File: config.mk
export PLATFORM = sky130hd
export DESIGN_NAME = rf_sequencer
export DESIGN_NICKNAME = d
export VERILOG_FILES = /design/src/rtl/rf_sequencer.sv
export SDC_FILE = /design/constraint.sdc
export NUM_CORES = 1
export LEC_CHECK = 0
export ABC_AREA = 1
export CORE_UTILIZATION = 30
export DETAILED_ROUTE_END_ITERATION = 12
export HOLD_SLACK_MARGIN = 0.1
export PLACE_DENSITY = 0.53
export SLEW_MARGIN = 20
export SYNTH_ARGS = -nofsm -noshare
export SYNTH_HDL_FRONTEND = slang
export SYNTH_SLANG_ARGS = --single-unit
export TNS_END_PERCENT = 50
File: constraint.sdc
create_clock -name clk -period 2.2 [get_ports clk]
set_clock_uncertainty 0.2 [all_clocks]
set_input_delay 0.44 -clock clk [delete_from_list [all_inputs] [get_ports clk]]
set_output_delay 0.44 -clock clk [all_outputs]
set_load 0.01 [all_outputs]
File: src/rtl/rf_sequencer.sv
// rf_sequencer
//
// Multi-cycle sequencer that drives an 8x8-bit register file. The register
// file has two asynchronous read ports and one synchronous write port. Each
// 16-bit instruction goes through four states: IDLE -> READ -> EXEC -> WB.
// Throughput is one instruction every four cycles.
//
// Instruction word: op=[15:13] rd=[12:10] rs1=[9:7] rs2=[6:4] imm8=[7:0]
//
// Parameters:
//   R0_READONLY   1: writes to r0 are suppressed (result/flags still update)
//
// Ports:
//   clk, rst_n                    clock, asynchronous active-low reset
//   instr_valid/instr/instr_ready instruction handshake (ready only in IDLE)
//   rf_read_reg1/2                read addresses (rs1/rs2 of latched instr)
//   rf_read_data1/2               read data, combinational from the file
//   rf_reg_write/rf_write_reg/rf_write_data  write port, valid in WB only
//   done                          one-cycle pulse when an instruction retires
//   result, flag_z, flag_c        last ALU result and its flags
//   busy                          high in any state other than IDLE
module rf_sequencer #(
  parameter bit R0_READONLY = 1'b1
) (
  input  logic        clk,
  input  logic        rst_n,
  input  logic        instr_valid,
  input  logic [15:0] instr,
  output logic        instr_ready,
  output logic [2:0]  rf_read_reg1,
  output logic [2:0]  rf_read_reg2,
  input  logic [7:0]  rf_read_data1,
  input  logic [7:0]  rf_read_data2,
  output logic        rf_reg_write,
  output logic [2:0]  rf_write_reg,
  output logic [7:0]  rf_write_data,
  output logic        done,
  output logic [7:0]  result,
  output logic        flag_z,
  output logic        flag_c,
  output logic        busy
);

  typedef enum logic [1:0] {
    ST_IDLE = 2'd0,
    ST_READ = 2'd1,
    ST_EXEC = 2'd2,
    ST_WB   = 2'd3
  } state_t;

  localparam logic [2:0] OP_NOP = 3'b000;
  localparam logic [2:0] OP_ADD = 3'b001;
  localparam logic [2:0] OP_SUB = 3'b010;
  localparam logic [2:0] OP_AND = 3'b011;
  localparam logic [2:0] OP_OR  = 3'b100;
  localparam logic [2:0] OP_XOR = 3'b101;
  localparam logic [2:0] OP_LI  = 3'b110;
  localparam logic [2:0] OP_MOV = 3'b111;

  state_t      state_q, state_d;
  logic [15:0] instr_q, instr_d;
  logic [7:0]  op_a_q, op_a_d;
  logic [7:0]  op_b_q, op_b_d;
  logic [7:0]  result_q, result_d;
  logic        flag_z_q, flag_z_d;
  logic        flag_c_q, flag_c_d;
  logic        done_q, done_d;
  logic        we_q, we_d;
  logic [2:0]  wreg_q, wreg_d;
  logic [7:0]  wdata_q, wdata_d;

  logic [2:0]  op;
  logic [2:0]  rd;
  logic [8:0]  alu;

  assign op = instr_q[15:13];
  assign rd = instr_q[12:10];

  // 9-bit ALU. Bit 8 is the carry for ADD and the borrow for SUB. It is
  // zero for every other op because the operands are zero-extended.
  always_comb begin
    alu = 9'd0;
    case (op)
      OP_ADD:  alu = {1'b0, op_a_q} + {1'b0, op_b_q};
      OP_SUB:  alu = {1'b0, op_a_q} - {1'b0, op_b_q};
      OP_AND:  alu = {1'b0, op_a_q & op_b_q};
      OP_OR:   alu = {1'b0, op_a_q | op_b_q};
      OP_XOR:  alu = {1'b0, op_a_q ^ op_b_q};
      OP_LI:   alu = {1'b0, instr_q[7:0]};
      OP_MOV:  alu = {1'b0, op_a_q};
      default: alu = 9'd0;
    endcase
  end

  always_comb begin
    state_d  = state_q;
    instr_d  = instr_q;
    op_a_d   = op_a_q;
    op_b_d   = op_b_q;
    result_d = result_q;
    flag_z_d = flag_z_q;
    flag_c_d = flag_c_q;
    wreg_d   = wreg_q;
    wdata_d  = wdata_q;
    done_d   = 1'b0;
    we_d     = 1'b0;
    case (state_q)
      ST_IDLE: begin
        if (instr_valid) begin
          instr_d = instr;
          state_d = ST_READ;
        end
      end
      ST_READ: begin
        op_a_d  = rf_read_data1;
        op_b_d  = rf_read_data2;
        state_d = ST_EXEC;
      end
      ST_EXEC: begin
        // The write-port outputs are loaded here, so they become valid
        // together with the WB state.
        if (op != OP_NOP) begin
          result_d = alu[7:0];
          flag_z_d = (alu[7:0] == 8'h00);
          flag_c_d = alu[8];
          wdata_d  = alu[7:0];
          we_d     = !(R0_READONLY && (rd == 3'd0));
        end else begin
          wdata_d  = result_q;
        end
        wreg_d  = rd;
        done_d  = 1'b1;
        state_d = ST_WB;
      end
      default: begin
        state_d = ST_IDLE;
      end
    endcase
  end

  always_ff @(posedge clk or negedge rst_n) begin
    if (!rst_n) begin
      state_q  <= ST_IDLE;
      instr_q  <= 16'h0000;
      op_a_q   <= 8'h00;
      op_b_q   <= 8'h00;
      result_q <= 8'h00;
      flag_z_q <= 1'b0;
      flag_c_q <= 1'b0;
      done_q   <= 1'b0;
      we_q     <= 1'b0;
      wreg_q   <= 3'd0;
      wdata_q  <= 8'h00;
    end else begin
      state_q  <= state_d;
      instr_q  <= instr_d;
      op_a_q   <= op_a_d;
      op_b_q   <= op_b_d;
      result_q <= result_d;
      flag_z_q <= flag_z_d;
      flag_c_q <= flag_c_d;
      done_q   <= done_d;
      we_q     <= we_d;
      wreg_q   <= wreg_d;
      wdata_q  <= wdata_d;
    end
  end

  // The read addresses come directly from the latched instruction. They
  // stay stable for as long as that instruction is held.
  assign rf_read_reg1  = instr_q[9:7];
  assign rf_read_reg2  = instr_q[6:4];
  assign instr_ready   = (state_q == ST_IDLE);
  assign busy          = (state_q != ST_IDLE);
  assign done          = done_q;
  assign rf_reg_write  = we_q;
  assign rf_write_reg  = wreg_q;
  assign rf_write_data = wdata_q;
  assign result        = result_q;
  assign flag_z        = flag_z_q;
  assign flag_c        = flag_c_q;

endmodule

* After elaboration in Yosys (flattened, before gate mapping)
Cells that the tools add are included.
Word-level totals: register bits 49, bits of input ports 35, output and inout port bits 31, logic and storage cells 39
Cells by class: $add $sub $neg 2, equality and inequality tests 10, multiplexer cells 6, bitwise logic cells 3, reduce and logical (&&, ||, !) cells 8
Operators by type and width (number):
- one-hot mux 9 bit (7 select lines) | 1
- == test 3 bit, second input constant | 4
- adder 8 x 8 -> 9 bit | 1
- subtractor 8 x 8 -> 9 bit | 1
- bitwise AND 8 bit | 1
- zero test 8 bit | 1
- bitwise OR 8 bit | 1
- bitwise XOR 8 bit | 1
- == test 3 x 2 -> 1 bit, second input constant | 2
- one-hot mux 2 bit (3 select lines) | 1
- AND reduction 2 bit | 2
- == test 3 x 1 -> 1 bit, second input constant | 1
- zero test 3 bit | 1
- 2-to-1 mux 1 bit | 3
- nonzero test 3 bit | 1
- == test 2 x 1 -> 1 bit, second input constant | 1
- == test 2 bit, second input constant | 1
- zero test 2 bit | 1
- 2-to-1 mux 2 bit | 1
- != test 2 bit, second input constant | 1
- nonzero test 2 bit | 1
- zero test 1 bit | 1

* Depth between registers and ports, before layout
Gate-level depths: netlist (run 1).
depth in word-level cells 4, mapped depth 17, depth with buffers taken out 17

* Worst setup path before layout (run 1)
No wires, ideal clock.
path type reg2reg, start register op_b_q[0], end register flag_z_q (netlist: flag_z), library setup time 0.117 ns, data arrival time 2.077 ns, required time 1.883 ns, setup slack -0.194 ns, stages on the path, launching flop included 18, path buffers 0, clock period less this slack 2.394 ns, path through dfrtp_1 -> inv_1 -> ha_1 -> inv_1 -> o31ai_1 -> xor2_1 -> inv_1 -> ha_1 -> nand2_1 -> nand2_1 -> a21oi_1 -> nand2_1 -> nand2_1 -> nand3_1 -> nand2_1 -> nor2_1 -> nand3_1 -> nand2_1
On the way: word-level cells in the longest chain between the ends 3, elaborated cells between the ends (all ways) 7, those cells by class add/sub (2); mux (1); bitwise (3); reduce/logical (1)
Ends and longest elaborated chain:
- start, declared | RTL line 63 | logic [7:0] op_b_q, op_b_d;
- start signal, assigned | RTL line 158 | op_b_q <= op_b_d;
- subtractor 8 x 8 -> 9 bit (tied with other cells) | RTL line 85 | OP_SUB: alu = {1'b0, op_a_q} - {1'b0, op_b_q};
- one-hot mux 9 bit (7 select lines) (*) | RTL line 83 | case (op)
- zero test 8 bit (*) | RTL line 124 | flag_z_d = (alu[7:0] == 8'h00);
- end signal, assigned | RTL line 160 | flag_z_q <= flag_z_d;
- end, declared | RTL line 65 | logic flag_z_q, flag_z_d;
Mark *: on every way between the ends. The rest lies on a longest branch, timed or not. A chain may end at the register's enable or synchronous reset.

* Worst setup path after layout (run 1)
start register op_b_q[0], end register wdata_q[4] (netlist: rf_write_data[4])
On the way: word-level cells in the longest chain between the ends 2, elaborated cells between the ends (all ways) 3, those cells by class add/sub (2); mux (1)
Ends and longest elaborated chain:
- subtractor 8 x 8 -> 9 bit / adder 8 x 8 -> 9 bit (equally long branches) | RTL line 85, 84
- one-hot mux 9 bit (7 select lines) (*) | RTL line 83
- end signal, assigned | RTL line 165 | wdata_q <= wdata_d;
- end, declared | RTL line 70 | logic [7:0] wdata_q, wdata_d;
Marked as above.

==> results_dict.tcl, run 1 <==
set metrics [dict create \
    comb_power_share 0.707 \
    rsz0062_at_grt "true" \
    avgSynthCellArea_um2 8.013 \
    tightest_slew_ns 0.6244 \
    finalSetupViolCount 6 \
    yosys-top-cells-area "dfrtp_1 39%, ha_1 11%, nand2_1 10%, inv_1 6.0%, nor2_1 4.7%" \
    vdd_ir_drop_max_mv 0.5549 \
    rr_worst_depth 16 \
    violations "setup timing" \
    final_antenna_net_count 0 \
    clk_pin_slew_worst_paths_ns 0.10 \
    root_buffer "clkbuf_8" \
    power_w 0.007616 \
    cts_buffer_depth 2 \
    synth-xor-area-share 0.01932 \
    crit_cells 16 \
    dp_hpwl_um 6053 \
    nets 552 \
    post-route-min-period_ns 2.448 \
    cts_sinks 49 \
    placed_area_um2 4136 \
    drt_wl_total_um 7631 \
    cp.required_ns 2.23 \
    place.gp.congestion 0.9020 \
    largest_register_ffs 16 \
    yosys.area.top_type "dfrtp_1" \
    crit_arrival_ns 2.48 \
    grt_pass1_wl_um 13130 \
    slew_headroom 0.5837 \
    seqPwrFrac 0.218 \
    cp_num_buf_inv 7 \
    max_stage_delay_ns 0.42 \
    cts_made_buffers 5 \
    start_util 0.3087 \
    hold_viol 0 \
    clkPwrFrac 0.075 \
    drt_drc_violations_left 0 \
    whs_path_depth 2 \
    fmax_mhz 408.5 \
    setup_slack_ns -0.2478 \
    drive_gt1_frac 0.2209 \
    ys_ff_latch 49 \
    coreArea_um2 10280 \
    die_area_um2 10990 \
    cellLeakagePower_nw 2.118 \
    power.density_nw_per_um2 1736 \
    htree_levels 2 \
    syn-num-nets 460 \
    cp_cell_sequence "inv_2 > ha_4 > inv_2 > o31ai_4 > xor2_1 > inv_1 > ha_4 > buf_4 > inv_1 > nand2_1 > nand2_1 > nor2_1 > nor2_1 > buf_4 > buf_4 > o21ai_0" \
    yosysTopAreaCellShare 0.3864 \
    cts_tree "yes" \
    setup_tns_ns -0.9209 \
    clock_latency_ns 0.31 \
    fin_crit_sh 1.113 \
    synthToLayoutAreaGrowth_pct 38.29 \
    yosys_warnings 0 \
    p_sw_w 0.003492 \
    finalInstanceArea_um2 4388 \
    synth_top_family_by_area "simple AND/OR/NAND/NOR gates" \
    synth_simple_gate_area_frac 0.2259 \
    wl_per_cell_um 12.21 \
    start_kind "flop" \
    placedCellCount 607 \
    grt_max_degree 50 \
    crit_slowest_cell "dfrtp_1" \
    overflow 0 \
    antenna_found_initial 0 \
    top_register "instr_q" \
    io_buffers 65 \
    worstSetupEndpointType "flop" \
    synthAdderAreaFrac 0.1167 \
    io_pins 66 \
    drt_iter0_markers 106 \
    via_count 2743 \
    synth_compound_area_frac 0.09345 \
    netSwitchingFraction 0.4584 \
    crit_fanout 4 \
    crit_top_cell "buf_4" \
    grt_pass1_vias 2702 \
    final_cells 625 \
    utilization 0.4270 \
    n_antenna_cell 0 \
    dr.pass1.iters 6 \
    status "finished with violations" \
    core.rowCount 37 \
    maxCapViolations 0 \
    synth.distinct_cells 33 \
    grt_usage 0.1487 \
    path_class "flop to flop" \
    yosysSeqAreaShare 0.3864 \
    die_w_um 104.8 \
    maxSlewViolCount 0 \
    die_h_um 104.8 \
    syn-instance-count 396 \
    synth.mux.area_fraction 0.04259 \
    vias_per_cell 4.389 \
    critPathTopFamily "buffers and inverters" \
    hp-class "flop to flop" \
    p_int_w 0.004125 \
    netlist_area_um2 3173 \
]
## layout by cell type, fill, tap and decap left out, types with 2 or more instances in the layout
master           instances
nand4_1                  5
nand3_2                  7
dlygate4sd2_1            2
o21ai_0                 21
ha_4                     3
inv_1                   46
a31oi_1                  4
o22ai_1                  2
nand3_1                 13
clkdlybuf4s50_1         62
a21oi_1                 11
nand3b_1                 2
a21oi_2                  3
buf_4                   40
xor2_1                   6
inv_2                   12
mux2_2                  12
nor3_1                   2
nor2_2                   4
nand2_2                 10
o21ai_1                  6
nand2_1                 79
nor2_1                  39
ha_1                    24
clkbuf_8                 5
dfrtp_1                 49
o211ai_1                 4
## tightest hold or removal path: stages, from the launching register on
cell and delay (ns):
dfrtp_1 0.36, nand2_1 0.06, nand2_1 0.06
## cell families after synthesis
family	Yosys count
buffers and inverters	80
AND/OR/NAND/NOR	165
XOR/XNOR	7
adder cells (fa/ha/maj)	29
multiplexers	12
AO/OA/AOI/OAI	54
flip-flops	49
## layout make-up
class / count / area, um2
Sequential cell: 49 / 1226
Inverter: 58 / 217.7
Clock inverter: 3 / 25.02
Fill cell: 1063 / 5889
Tap cell: 136 / 170.2
Multi-Input combinational cell: 267 / 1707
Timing Repair Buffer: 107 / 973.4
Clock buffer: 5 / 68.82
## synthesized netlist by cell type (all sizes together)
| cell | count |
|---|---|
| nand3b | 2 |
| o211ai | 4 |
| dfrtp | 49 |
| a31oi | 4 |
| o22ai | 2 |
| inv | 58 |
| ha | 28 |
| buf | 18 |
| xor2 | 6 |
| o31ai | 1 |
| fa | 1 |
| o2bb2ai | 1 |
| a21oi | 14 |
| nor3 | 3 |
| nor2 | 44 |
| nand2 | 89 |
| mux2 | 12 |
| xnor2 | 1 |
| o21a | 1 |
| o21ai | 27 |
| nand4 | 5 |
| nand3 | 21 |
| or2 | 1 |
| clkbuf | 4 |
## path summary, 6_finish.rpt
kind                           start          endpoint  slack (ns)
hold / removal                flag_z            flag_z        0.30
setup reg to reg           op_b_q[0]  rf_write_data[4]       -0.25
hold reg to reg               flag_z            flag_z        0.30
max in group asynchronous      rst_n  rf_write_data[6]        0.82
min in group asynchronous      rst_n         op_b_q[5]        0.55
setup / recovery           op_b_q[0]  rf_write_data[4]       -0.25
## stage by stage
stage,hold WS [ns],setup WS (ns)
final,0.3008,-0.2478
after global routing,0.3396,-0.4083
after CTS,0.3038,-0.2097
after detailed placement,0.2785,-0.2727
after global placement,0.2770,-0.2472
after floorplan,-0.05559,-0.06355
## power by group through the flow
stage / registers [W] / clock network, W / logic (W)
CTS: 0.00166 / 0.000597 / 0.00515
global placement: 0.00167 / 0 / 0.00488
global route: 0.00173 / 0.000635 / 0.00607
detailed placement: 0.00168 / 0 / 0.00492
finish: 0.00166 / 0.000568 / 0.00539
floorplan: 0.00171 / 0 / 0.00319
## timing repair
item	4_1_cts	5_1_grt
pin swaps	11	13
hold endpoints to repair	49	0
hold buffers	1	0
endpoints found under the setup margin	9	9
gates resized for setup	15	13
setup buffers	4	5
## layer usage
layer  vias up  track usage  part of all wire
li1       1431            -                 -
met1      1255       0.2113              0.50
met2        49       0.2318              0.45
met3         8      0.02246             0.031
met4         0      0.04628             0.018
met5         -            0                 0
Power figures use the tool's default switching activity.
==> run 2: changes to the inputs <==
--- a/config.mk
+++ b/config.mk
@@ -7,6 +7,7 @@
 export LEC_CHECK = 0
 export ABC_AREA = 1
 export CORE_UTILIZATION = 30
+export CTS_CLUSTER_SIZE = 40
 export DETAILED_ROUTE_END_ITERATION = 12
 export HOLD_SLACK_MARGIN = 0.1
 export PLACE_DENSITY = 0.53
==> results of run 2 <==
The final DEF is identical to that of run 1; final timing and power are the same.
